--- config.mk ---
export PLATFORM = sky130hd
export DESIGN_NAME = paddle_pot_sequencer
export DESIGN_NICKNAME = d
export VERILOG_FILES = /design/src/rtl/paddle_pkg.sv /design/src/rtl/paddle_channel.sv /design/src/rtl/paddle_pot_sequencer.sv
export SDC_FILE = /design/constraint.sdc
export NUM_CORES = 1
export LEC_CHECK = 0
export CAP_MARGIN = 20
export CORE_MARGIN = 2
export CORE_UTILIZATION = 45
export DETAILED_ROUTE_END_ITERATION = 6
export MAX_ROUTING_LAYER = met4
export PLACE_DENSITY = 0.73
export RECOVER_POWER = 25
export REMOVE_ABC_BUFFERS = 1
export SYNTH_ARGS = -nofsm -noshare
export SYNTH_HDL_FRONTEND = slang
export SYNTH_HIERARCHICAL = 1
export SYNTH_SLANG_ARGS = --single-unit
export TNS_END_PERCENT = 5
--- constraint.sdc ---
create_clock -name clk_sys -period 6.4 [get_ports clk_sys]
set_clock_uncertainty 0.15 [all_clocks]
set_input_delay 0.64 -clock clk_sys [delete_from_list [all_inputs] [get_ports clk_sys]]
set_output_delay 0.64 -clock clk_sys [all_outputs]
set_load 0.02 [all_outputs]
--- src/rtl/paddle_pkg.sv ---
// Shared types and helpers for the paddle pot sequencer.
// Holds the controller-mode and FSM encodings plus the saturating position step.
package paddle_pkg;

  typedef enum logic [1:0] {CM_DIGITAL, CM_Y, CM_X, CM_PADDLE} ctrl_mode_e;
  typedef enum logic [1:0] {S_IDLE, S_LOAD, S_COUNT} fsm_state_e;

  localparam int unsigned POS_MAX = 255;
  localparam int unsigned CNT_W   = 9;

  // Step a digital position by one frame; computed in 9 bits so bit 8 flags over/underflow.
  function automatic logic [7:0] step_pos(input logic [7:0] pos, input logic [7:0] step,
                                          input logic up, input logic dn);
    logic [8:0] sum;
    logic [8:0] diff;
    sum  = {1'b0, pos} + {1'b0, step};
    diff = {1'b0, pos} - {1'b0, step};
    if (dn)
      step_pos = sum[8] ? 8'(POS_MAX) : sum[7:0];
    else if (up)
      step_pos = diff[8] ? '0 : diff[7:0];
    else
      step_pos = pos;
  endfunction

endpackage

--- src/rtl/paddle_channel.sv ---
// One player's pot channel: position source mux, digital integrator and
// line counter that emulates the RC discharge of the paddle pot.
module paddle_channel
  import paddle_pkg::*;
#(
  parameter int unsigned POS_INIT = 128
) (
  input  logic        clk_sys,
  input  logic        reset,
  input  logic        load,
  input  logic        dec,
  input  logic [7:0]  step,
  input  logic [1:0]  mode,
  input  logic        inv,
  input  logic        up,
  input  logic        dn,
  input  logic [15:0] ana,
  input  logic [7:0]  pad,
  output logic [7:0]  pos,
  output logic        cnt_zero
);

  ctrl_mode_e       mode_e;
  logic [7:0]       src;
  logic [CNT_W-1:0] cnt;

  assign mode_e = ctrl_mode_e'(mode);

  // Signed stick axes become unsigned by flipping the sign bit.
  always_comb begin
    src = pos;
    unique case (mode_e)
      CM_DIGITAL: src = pos;
      CM_Y:       src = {~ana[15], ana[14:8]};
      CM_X:       src = {~ana[7], ana[6:0]};
      CM_PADDLE:  src = pad;
      default:    src = pos;
    endcase
  end

  always_ff @(posedge clk_sys or negedge reset) begin
    if (!reset)
      pos <= 8'(POS_INIT);
    else if (load && mode_e == CM_DIGITAL)
      pos <= step_pos(pos, step, up, dn);
  end

  always_ff @(posedge clk_sys or negedge reset) begin
    if (!reset)
      cnt <= '0;
    else if (load)
      cnt <= {1'b0, src ^ {8{inv}}};
    else if (dec && cnt != '0)
      cnt <= cnt - 1'b1;
  end

  assign cnt_zero = (cnt == '0);

endmodule

--- src/rtl/paddle_pot_sequencer.sv ---
// Per-frame paddle pot scheduler for the AY-3-8500: loads both channels on
// vsync, counts hsync lines and drives the lpIN/rpIN comparator levels.
module paddle_pot_sequencer
  import paddle_pkg::*;
#(
  parameter int unsigned POS_INIT  = 128,
  parameter int unsigned STEP_SLOW = 5,
  parameter int unsigned STEP_FAST = 8
) (
  input  logic        clk_sys,
  input  logic        reset,
  input  logic        hs,
  input  logic        vs,
  input  logic        speed,
  input  logic        practice,
  input  logic [1:0]  mode_p1,
  input  logic [1:0]  mode_p2,
  input  logic        inv_p1,
  input  logic        inv_p2,
  input  logic        up_p1,
  input  logic        dn_p1,
  input  logic        up_p2,
  input  logic        dn_p2,
  input  logic [15:0] ana_p1,
  input  logic [15:0] ana_p2,
  input  logic [7:0]  pad_p1,
  input  logic [7:0]  pad_p2,
  output logic        lp_in,
  output logic        rp_in,
  output logic [7:0]  pos_p1,
  output logic [7:0]  pos_p2,
  output logic        busy
);

  fsm_state_e state, state_next;
  logic       hs_r, vs_r;
  logic       hs_rise, vs_rise;
  logic       load, dec;
  logic [7:0] step;
  logic       zero_p1, zero_p2;
  logic       rp_raw;

  assign hs_rise = hs & ~hs_r;
  assign vs_rise = vs & ~vs_r;
  assign step    = speed ? 8'(STEP_FAST) : 8'(STEP_SLOW);
  assign load    = (state == S_LOAD);
  // A coincident vs rise reloads instead of decrementing.
  assign dec     = (state == S_COUNT) & hs_rise & ~vs_rise;

  always_ff @(posedge clk_sys or negedge reset) begin
    if (!reset) begin
      hs_r  <= 1'b0;
      vs_r  <= 1'b0;
      state <= S_IDLE;
    end else begin
      hs_r  <= hs;
      vs_r  <= vs;
      state <= state_next;
    end
  end

  always_comb begin
    state_next = state;
    unique case (state)
      S_IDLE:  state_next = S_IDLE;
      S_LOAD:  state_next = S_COUNT;
      S_COUNT: if (zero_p1 && zero_p2) state_next = S_IDLE;
      default: state_next = S_IDLE;
    endcase
    if (vs_rise) state_next = S_LOAD;
  end

  paddle_channel #(.POS_INIT(POS_INIT)) u_ch_p1 (
    .clk_sys  (clk_sys),
    .reset    (reset),
    .load     (load),
    .dec      (dec),
    .step     (step),
    .mode     (mode_p1),
    .inv      (inv_p1),
    .up       (up_p1),
    .dn       (dn_p1),
    .ana      (ana_p1),
    .pad      (pad_p1),
    .pos      (pos_p1),
    .cnt_zero (zero_p1)
  );

  paddle_channel #(.POS_INIT(POS_INIT)) u_ch_p2 (
    .clk_sys  (clk_sys),
    .reset    (reset),
    .load     (load),
    .dec      (dec),
    .step     (step),
    .mode     (mode_p2),
    .inv      (inv_p2),
    .up       (up_p2),
    .dn       (dn_p2),
    .ana      (ana_p2),
    .pad      (pad_p2),
    .pos      (pos_p2),
    .cnt_zero (zero_p2)
  );

  always_ff @(posedge clk_sys or negedge reset) begin
    if (!reset) begin
      lp_in  <= 1'b1;
      rp_raw <= 1'b1;
    end else begin
      lp_in  <= zero_p1;
      rp_raw <= zero_p2;
    end
  end

  // Practice mode mirrors the already-registered left level so both sides match exactly.
  assign rp_in = practice ? lp_in : rp_raw;
  assign busy  = (state == S_COUNT) & ~(zero_p1 & zero_p2);

endmodule
==> flow_metrics.env, run 1 <==
export IMPL_status="finished with violations"
export IMPL_violations="max-capacitance violations, max-slew violations"
export IMPL_firstDrtPassIters=4
export IMPL_synthFlopType="dfrtp_1"
export IMPL_pin_count=83
export IMPL_ys_seq_area_share_pct=25.0
export IMPL_required_ps=6410
export IMPL_worstHoldStart="vs_r"
export IMPL_cts_tree="built"
export IMPL_setup_viol=0
export IMPL_internal_power_uw=937
export IMPL_routed_wl_um=9760
export IMPL_synth_cell_types=69
export IMPL_finalInstanceArea_um2=5070
export IMPL_first_global_vias=3532
export IMPL_tightest_slew_ps=2020
export IMPL_slowest_delay_ps=490
export IMPL_crit_chain="clkdlybuf4s50_1 > inv_1 > ha_1 > inv_1 > fa_1 > a211oi_1 > nor3_1 > o31a_1 > o21ba_2 > o211ai_1 > a31oi_1"
export IMPL_hpwlAfterDp_um=7760
export IMPL_r2r_end="u_ch_p1/pos[4]"
export IMPL_end_kind="flop"
export IMPL_insertion_delay_ps=290
export IMPL_cts_setup_buffers=0
export IMPL_slew_violations=41
export IMPL_netlist_area_um2=4030
export IMPL_grt_start_max_net_pins=41
export IMPL_period_needed_ps=3330
export IMPL_p_leak_nw=2.06
export IMPL_layout_commonest_cell="clkdlybuf4s50_1"
export IMPL_synth_warning_count=6
export IMPL_fin_crit_sh_pct=52.1
export IMPL_reg2reg_from="u_ch_p1/pos[0]"
export IMPL_clock_power_share_pct=9.8
export IMPL_remaining_drc_errors=0
export IMPL_area_delta_synth_final_pct=25.7
export IMPL_diodes=0
export IMPL_hold_class="reg2reg"
export IMPL_reg2reg_setup_slack_ps=3700
export IMPL_worst_r2r_cell_count=10
export IMPL_crit_fanout=10
export IMPL_powerDensity_nw_per_um2=343
export IMPL_avgSynthCellArea_um2=9.06
export IMPL_worst_ir_drop_vdd_v=0.000206
export IMPL_cpMostUsedCell="inv_1"
export IMPL_dpl_cell_area_um2=4980
export IMPL_clock_fmax_mhz=300
export IMPL_cts_resized=0
export IMPL_seq_power_share_pct=27.5
export IMPL_ys_async_sr_fraction_pct=100
export IMPL_drt_initial_drc_count=159
export IMPL_cts_root_buf="clkbuf_8"
export IMPL_fin_setup_tns_ps=0
export IMPL_p_sw_uw=799
export IMPL_cts_made_buffers=5
export IMPL_holdBufCountCts=0
export IMPL_ys_ff_latch=40
export IMPL_fp_dieW_um=98.6
export IMPL_hold_end="state[0]"
export IMPL_nets=643
export IMPL_final_cell_mix="clkdlybuf4s50_1 (79), inv_1 (43), nor2_1 (37)"
export IMPL_hold_viol_final=0
export IMPL_wire_per_inst_um=15.1
export IMPL_num_rows=34
export IMPL_drive_above_1_share_pct=9.63
export IMPL_overflow=0
export IMPL_dieArea_um2=9730
export IMPL_rsz0062_at_grt="false"
export IMPL_cts_sinks=40
export IMPL_crit_type="in2reg"
export IMPL_grt_first_pass_wirelength_um=16200
export IMPL_switching_share_pct=46.0
export IMPL_critPathArrivalTime_ps=3340
export IMPL_htree_levels=2
export IMPL_p_comb_share_pct=62.7
export IMPL_io_buffers=82
export IMPL_crit_path_start_kind="input port"
export IMPL_synth_edff_count=0
export IMPL_max_slew_margin_pct=-34.9
export IMPL_syn_inst=445
export IMPL_num_vias=3529
export IMPL_slowest_stage="clkdlybuf4s50_1"
export IMPL_ant_nets=0
export IMPL_antenna_found_initial=0
export IMPL_maxCapViolCount=1
export IMPL_clk_path_buf_depth=2
export IMPL_initial_core_util_pct=46.2
export IMPL_core_um2=8720
export IMPL_vias_per_cell=5.45
export IMPL_path_clk_slew_ps=70
export IMPL_place_gp_congestion=0.944
export IMPL_grt_use_total_pct=20.7
export IMPL_die_h_um=98.6
export IMPL_whs_path_depth=1
cell usage after synthesis, drive strengths merged, types with 2 or more instances:
cell / count / area share, %
xor2: 21 / 4.6
a211o: 3 / 0.65
nor3b: 5 / 0.93
or3: 2 / 0.43
mux2i: 2 / 0.50
a31oi: 12 / 1.9
o21ai: 36 / 4.7
nor3: 7 / 1.1
ha: 36 / 11
mux4: 16 / 8.9
dfstp: 4 / 2.6
nor4: 7 / 1.1
o21bai: 4 / 0.75
buf: 11 / 1.7
o21ba: 2 / 0.50
inv: 44 / 4.1
or4: 3 / 0.65
a21oi: 17 / 2.4
xnor2: 20 / 4.3
a21o: 5 / 0.93
o21a: 2 / 0.37
nor2: 38 / 3.6
o31ai: 4 / 0.75
nand2: 36 / 3.4
a221oi: 3 / 0.96
nand2b: 7 / 1.5
nand3: 6 / 0.75
a211oi: 3 / 0.56
fa: 4 / 2.0
nor2b: 5 / 0.96
o211ai: 7 / 1.3
a21boi: 5 / 0.93
mux2: 4 / 1.2
dfrtp: 36 / 22
o22ai: 2 / 0.31
nor4b: 4 / 1.2
clkbuf: 8 / 0.78
cell families after synthesis:
family | after synthesis | synth area share [%]
flops | 40 | 25.0
xor+xnor | 41 | 8.91
buf+inv | 63 | 6.55
other cells | 1 | 0.0930
simple gates | 127 | 16.9
fa+ha+maj | 40 | 13.2
mux | 22 | 10.6
compound gates | 111 | 18.8
state kept, by name, indices dropped and copies added (netlist names):
| signal | count |
|---|---|
| hs_r | 1 |
| lp_in | 1 |
| rp_raw | 1 |
| state | 2 |
| u_ch_p1/cnt | 9 |
| u_ch_p1/pos | 8 |
| u_ch_p2/cnt | 9 |
| u_ch_p2/pos | 8 |
| vs_r | 1 |
metal layers:
layer  GRT usage, %  vias up  share of wire (%)
met5              -        -                  0
met4           4.64        0               0.82
met3           2.20        6                3.6
met2           34.2       84                 50
met1           27.7     1701                 46
li1               -     1738                  -
stage by stage:
step / util (%) / instances / worst slack [ps] / hold WS (ps) / power, mW
final: 58.1 / 648 / 3070 / 304 / 1.74
after global routing: 58.1 / 648 / 2900 / 323 / 1.88
after CTS: 58.1 / 647 / 3080 / 322 / 1.72
after detailed placement: 57.1 / 639 / 2780 / 308 / 1.54
after global placement: 57.1 / 639 / 2870 / 308 / 1.53
after floorplan: - / 447 / 2910 / 194 / 1.20
critical path, delay by kind of cell:
kind,cells,cell delay (ps)
AOI/OAI and AO/OA,5,1130
buffers and inverters,3,860
adders and majority gates,2,620
and+or+nand+nor,1,100
how the worst max path moves through the flow:
stage | slack [ps] | from | cells past startpoint | endpoint
floorplan | 2910 | state[1] | 4 | u_ch_p1/pos[1]
finish | 3070 | speed | 11 | u_ch_p1/pos[4]
detailed placement | 2780 | speed | 11 | u_ch_p1/pos[4]
global route | 2900 | speed | 11 | u_ch_p1/pos[4]
CTS | 3080 | speed | 11 | u_ch_p1/pos[4]
global placement | 2870 | speed | 11 | u_ch_p1/pos[4]
power groups by stage:
stage | Sequential [mW] | Combinational [mW] | Clock, mW
final | 0.477 | 1.09 | 0.171
after global routing | 0.493 | 1.20 | 0.183
after CTS | 0.479 | 1.07 | 0.176
after detailed placement | 0.483 | 1.06 | 0
after global placement | 0.482 | 1.05 | 0
after floorplan | 0.489 | 0.710 | 0
cell type report:
| type | instances | area [µm²] |
|---|---|---|
| fill | 781 | 3650 |
| multi-input combinational | 363 | 2830 |
| sequential | 40 | 1010 |
| timing repair buffer | 85 | 837 |
| inverter | 44 | 165 |
| tap | 108 | 135 |
| clock buffer | 8 | 90.1 |
No activity file was read; power rests on OpenSTA's default activity.
==> inputs of run 2 (changes only) <==
==> constraint.sdc (replaced) <==
create_clock -name clk_sys -period 3.1 [get_ports clk_sys]
set_clock_uncertainty 0.15 [all_clocks]
set_input_delay 0.31 -clock clk_sys [delete_from_list [all_inputs] [get_ports clk_sys]]
set_output_delay 0.31 -clock clk_sys [all_outputs]
set_load 0.02 [all_outputs]
==> flow_metrics.env, run 2 (synthesis results as in run 1) <==
export IMPL_violations="max-capacitance violations, max-slew violations"
export IMPL_powerDensity_nw_per_um2=711
export IMPL_pin_count=83
export IMPL_antenna_found_initial=0
export IMPL_hold_class="reg2reg"
export IMPL_finalInstanceArea_um2=5140
export IMPL_end_kind="output port"
export IMPL_die_h_um=98.6
export IMPL_ant_nets=0
export IMPL_grt_first_pass_wirelength_um=16100
export IMPL_firstDrtPassIters=5
export IMPL_core_um2=8720
export IMPL_required_ps=2640
export IMPL_fin_crit_sh_pct=93.0
export IMPL_nets=652
export IMPL_cts_made_buffers=5
export IMPL_grt_start_max_net_pins=41
export IMPL_preCtsSetupSlack_ps=54.3
export IMPL_holdWs_ps=295
export IMPL_dieArea_um2=9730
export IMPL_whs_path_depth=1
export IMPL_diodes=0
export IMPL_cts_setup_buffers=0
export IMPL_clock_fmax_mhz=347
export IMPL_hold_viol_final=0
export IMPL_worst_r2r_cell_count=10
export IMPL_final_cell_mix="clkdlybuf4s50_1 (79), inv_1 (43), nor2_1 (37)"
export IMPL_wire_per_inst_um=15.0
export IMPL_top_layer="met4"
export IMPL_p_leak_nw=2.12
export IMPL_clk_path_buf_depth=2
export IMPL_status="finished with violations"
export IMPL_dr_wl_met3_um=342
export IMPL_overflow=0
export IMPL_drt_initial_drc_count=293
export IMPL_reg_top3="u_ch_p1/cnt x9, u_ch_p2/cnt x9"
export IMPL_drive_above_1_share_pct=11.3
export IMPL_path_clk_slew_ps=80
export IMPL_cts_root_buf="clkbuf_8"
export IMPL_setup_slack_ps=219
export IMPL_cts_tree="built"
export IMPL_rsz0062_at_grt="false"
export IMPL_remaining_drc_errors=0
export IMPL_grt_use_total_pct=20.4
export IMPL_maxCapViolCount=1
export IMPL_worst_ir_drop_vdd_v=0.000505
export IMPL_p_total_mw=3.66
export IMPL_insertion_delay_ps=290
export IMPL_holdBufCountCts=0
export IMPL_num_rows=34
export IMPL_layout_commonest_cell="clkdlybuf4s50_1"
export IMPL_period_needed_ps=2880
export IMPL_fp_dieW_um=98.6
export IMPL_dpl_cell_area_um2=5050
export IMPL_max_slew_margin_pct=-38.7
export IMPL_io_buffers=82
export IMPL_cts_resized=0
export IMPL_tightest_slew_ps=2080
export IMPL_initial_core_util_pct=46.2
export IMPL_slew_violations=41
export IMPL_num_vias=3581
export IMPL_hpwlAfterDp_um=8040
export IMPL_critPathArrivalTime_ps=2420
export IMPL_area_delta_synth_final_pct=27.7
export IMPL_crit_path_start_kind="flop"
export IMPL_wl_met2_um=4990
export IMPL_crit_fanout=4
export IMPL_vias_per_cell=5.45
export IMPL_cts_sinks=40
export IMPL_place_gp_congestion=0.918
export IMPL_routed_wl_um=9890
export IMPL_htree_levels=2
export IMPL_setup_viol=0
export IMPL_m1WireLength_um=4460
export IMPL_first_global_vias=3511
export IMPL_crit_type="reg2out"
-- run 2: layout make-up --
cell class | instances | area [µm²]
Fill cell | 773 | 3580
Multi-Input combinational cell | 363 | 2830
Sequential cell | 40 | 1010
Timing Repair Buffer | 94 | 905
Inverter | 44 | 165
Tap cell | 108 | 135
Clock buffer | 8 | 100
-- run 2: final timing paths --
check / start / to / slack [ps]
max in group asynchronous: reset / u_ch_p2/pos[4] / 1140
min: vs_r / state[0] / 290
min in group asynchronous: reset / u_ch_p2/cnt[5] / 460
max reg2reg: u_ch_p1/pos[0] / u_ch_p1/pos[5] / 550
max: u_ch_p1/cnt[5] / busy / 220
min reg2reg: vs_r / state[0] / 290
-- run 2: metal layers --
metal | global-route usage (%) | vias up
met5 | - | -
met4 | 4.53 | 0
met3 | 2.34 | 10
met2 | 34.4 | 79
met1 | 26.7 | 1725
li1 | - | 1767
-- run 2: per-stage QoR --
step / instances / util (%) / TNS [ps]
after floorplan: 447 / - / -1900
after global placement: 649 / 57.9 / 0
after detailed placement: 649 / 57.9 / 0
after CTS: 657 / 59.1 / 0
after global routing: 657 / 59.0 / 0
final: 657 / 59.0 / 0
-- run 2: power breakdown --
group          internal [mW]  switching (mW)  total (mW)
registers              0.701           0.277       0.978
logic                   1.09            1.22        2.31
clock network          0.203           0.170       0.373
-- run 2: critical path: stages, from the launching register on --
cell	delay, ps
dfrtp_1	420
nor3_1	280
nand3_1	230
nor4_1	530
a21oi_4	120
clkdlybuf4s50_1	550
==> inputs of run 3 (changes only) <==
--- a/config.mk
+++ b/config.mk
@@ -10,11 +10,11 @@
 export CORE_UTILIZATION = 45
 export DETAILED_ROUTE_END_ITERATION = 6
 export MAX_ROUTING_LAYER = met4
-export PLACE_DENSITY = 0.73
+export PLACE_DENSITY = 0.75
 export RECOVER_POWER = 25
 export REMOVE_ABC_BUFFERS = 1
+export SLEW_MARGIN = 20
 export SYNTH_ARGS = -nofsm -noshare
 export SYNTH_HDL_FRONTEND = slang
-export SYNTH_HIERARCHICAL = 1
 export SYNTH_SLANG_ARGS = --single-unit
 export TNS_END_PERCENT = 5
==> flow_metrics.env, run 3 <==
export IMPL_holdBufCountCts=0
export IMPL_drive_above_1_share_pct=13.0
export IMPL_rsz0062_at_grt="false"
export IMPL_ant_nets=0
export IMPL_synthFlopType="dfrtp_1"
export IMPL_preCtsSetupSlack_ps=235
export IMPL_synth_edff_count=0
export IMPL_diodes=0
export IMPL_fin_crit_sh_pct=87.0
export IMPL_syn_inst=365
export IMPL_final_cell_mix="clkdlybuf4s50_1 (79), dfrtp_1 (36), nor2_1 (33), a21oi_1 (28), inv_1 (21)"
export IMPL_netlist_area_leader_share_pct=26.4
export IMPL_num_rows=31
export IMPL_synth_cell_types=65
export IMPL_cts_resized=0
export IMPL_clk_path_buf_depth=2
export IMPL_place_gp_congestion=0.903
export IMPL_cts_setup_buffers=0
export IMPL_vias_per_cell=5.65
export IMPL_p_leak_nw=1.74
export IMPL_dieArea_um2=8290
export IMPL_avgSynthCellArea_um2=9.34
export IMPL_maxCapViolCount=1
export IMPL_path_clk_slew_ps=80
export IMPL_ys_async_sr_fraction_pct=100
export IMPL_max_slew_margin_pct=-44.3
export IMPL_firstDrtPassIters=5
export IMPL_nets=528
export IMPL_pin_count=83
export IMPL_routed_wl_um=8780
export IMPL_area_delta_synth_final_pct=30.7
export IMPL_tightest_slew_ps=2160
export IMPL_slew_violations=41
export IMPL_critPathArrivalTime_ps=2240
export IMPL_crit_fanout=5
export IMPL_setup_slack_ps=403
export IMPL_die_h_um=91.0
export IMPL_netlist_area_um2=3410
export IMPL_num_vias=3083
export IMPL_clock_fmax_mhz=371
export IMPL_end_kind="output port"
export IMPL_powerDensity_nw_per_um2=649
export IMPL_period_needed_ps=2700
export IMPL_grt_use_total_pct=22.0
export IMPL_wire_per_inst_um=16.1
export IMPL_first_global_vias=3010
export IMPL_remaining_drc_errors=0
export IMPL_cts_made_buffers=5
export IMPL_violations="max-capacitance violations, max-slew violations"
export IMPL_ys_seq_area_share_pct=29.5
export IMPL_synth_common_cells="dfrtp_1 (36), nor2_1 (33), a21oi_1 (28)"
export IMPL_fp_dieW_um=91.0
export IMPL_ys_ff_latch=40
export IMPL_setup_viol=0
export IMPL_p_total_mw=2.89
export IMPL_core_um2=7290
export IMPL_yosysMostFrequentCell="dfrtp_1"
export IMPL_antenna_found_initial=0
export IMPL_fin_setup_tns_ps=0
export IMPL_hold_viol_final=0
export IMPL_worst_ir_drop_vdd_v=0.000504
export IMPL_grt_start_max_net_pins=41
export IMPL_cts_root_buf="clkbuf_8"
export IMPL_io_buffers=82
export IMPL_insertion_delay_ps=290
export IMPL_hold_class="reg2reg"
export IMPL_cts_sinks=40
export IMPL_crit_path_start_kind="flop"
export IMPL_htree_levels=2
export IMPL_hpwlAfterDp_um=6920
export IMPL_synth_area_top_cells="dfrtp_1 (26%), mux4_2 (11%), ha_1 (6.6%)"
export IMPL_overflow=0
export IMPL_grt_first_pass_wirelength_um=14600
export IMPL_crit_type="reg2out"
export IMPL_synth_top_area_cell="dfrtp_1"
export IMPL_reg_top3="u_ch_p1.cnt x9, u_ch_p2.cnt x9"
export IMPL_required_ps=2640
export IMPL_status="finished with violations"
export IMPL_synth_warning_count=0
export IMPL_initial_core_util_pct=46.8
export IMPL_layout_commonest_cell="clkdlybuf4s50_1"
export IMPL_drt_initial_drc_count=154
export IMPL_cts_tree="built"
[run 3: logic make-up after synthesis]
logic type	Yosys count	share of synthesized area, %
simple gates	121	20.8
xor+xnor	31	7.96
compound gates	96	19.1
buf+inv	42	5.14
mux	17	10.9
flops	40	29.5
fa+ha+maj	18	6.61
[run 3: final cells by class]
type / count / area, µm²
Fill cell: 649 / 2840
Inverter: 21 / 78.8
Sequential cell: 40 / 1010
Multi-Input combinational cell: 283 / 2230
Clock inverter: 2 / 35.0
Clock buffer: 6 / 72.6
Timing Repair Buffer: 95 / 912
Tap cell: 99 / 124
[run 3: worst paths after layout]
kind | start | end | slack (ps) | cells after the start
max | u_ch_p2.cnt[3] | busy | 400 | 4
min | u_ch_p2.cnt[0] | u_ch_p2.cnt[0] | 360 | 1
max reg2reg | u_ch_p2.pos[2] | u_ch_p2.pos[4] | 720 | 6
min reg2reg | u_ch_p2.cnt[0] | u_ch_p2.cnt[0] | 360 | 1
max in group asynchronous | reset | u_ch_p1.pos[6] | 1070 | 1
min in group asynchronous | reset | u_ch_p2.cnt[4] | 490 | 1
[run 3: layer usage]
metal / track usage [%] / wire [µm] / vias to the layer above
li1: - / - / 1515
met1: 28.7 / 3880 / 1488
met2: 36.9 / 4400 / 72
met3: 2.32 / 376 / 8
met4: 5.68 / 119 / 0
met5: - / 0 / -
[run 3: power by group]
group	internal, mW	switching, mW
combinational	0.733	0.757
clock	0.239	0.184
sequential	0.682	0.295
[run 3: worst max-delay path: stages (launching register included)]
cell and delay (ps):
dfrtp_1 430, or4_4 590, nor4_4 250, a21oi_1 130, clkdlybuf4s50_1 550
[run 3: stage by stage]
| step | hold slack, ps | std cells | util (%) | area, µm² |
|---|---|---|---|---|
| floorplan | -136 | 344 | - | 3310 |
| global placement | 343 | 538 | 59.7 | 4350 |
| finish | 364 | 546 | 61.1 | 4460 |
| CTS | 17.3 | 546 | 61.1 | 4460 |
| global route | 384 | 546 | 61.1 | 4460 |
| detailed placement | 336 | 538 | 59.7 | 4350 |
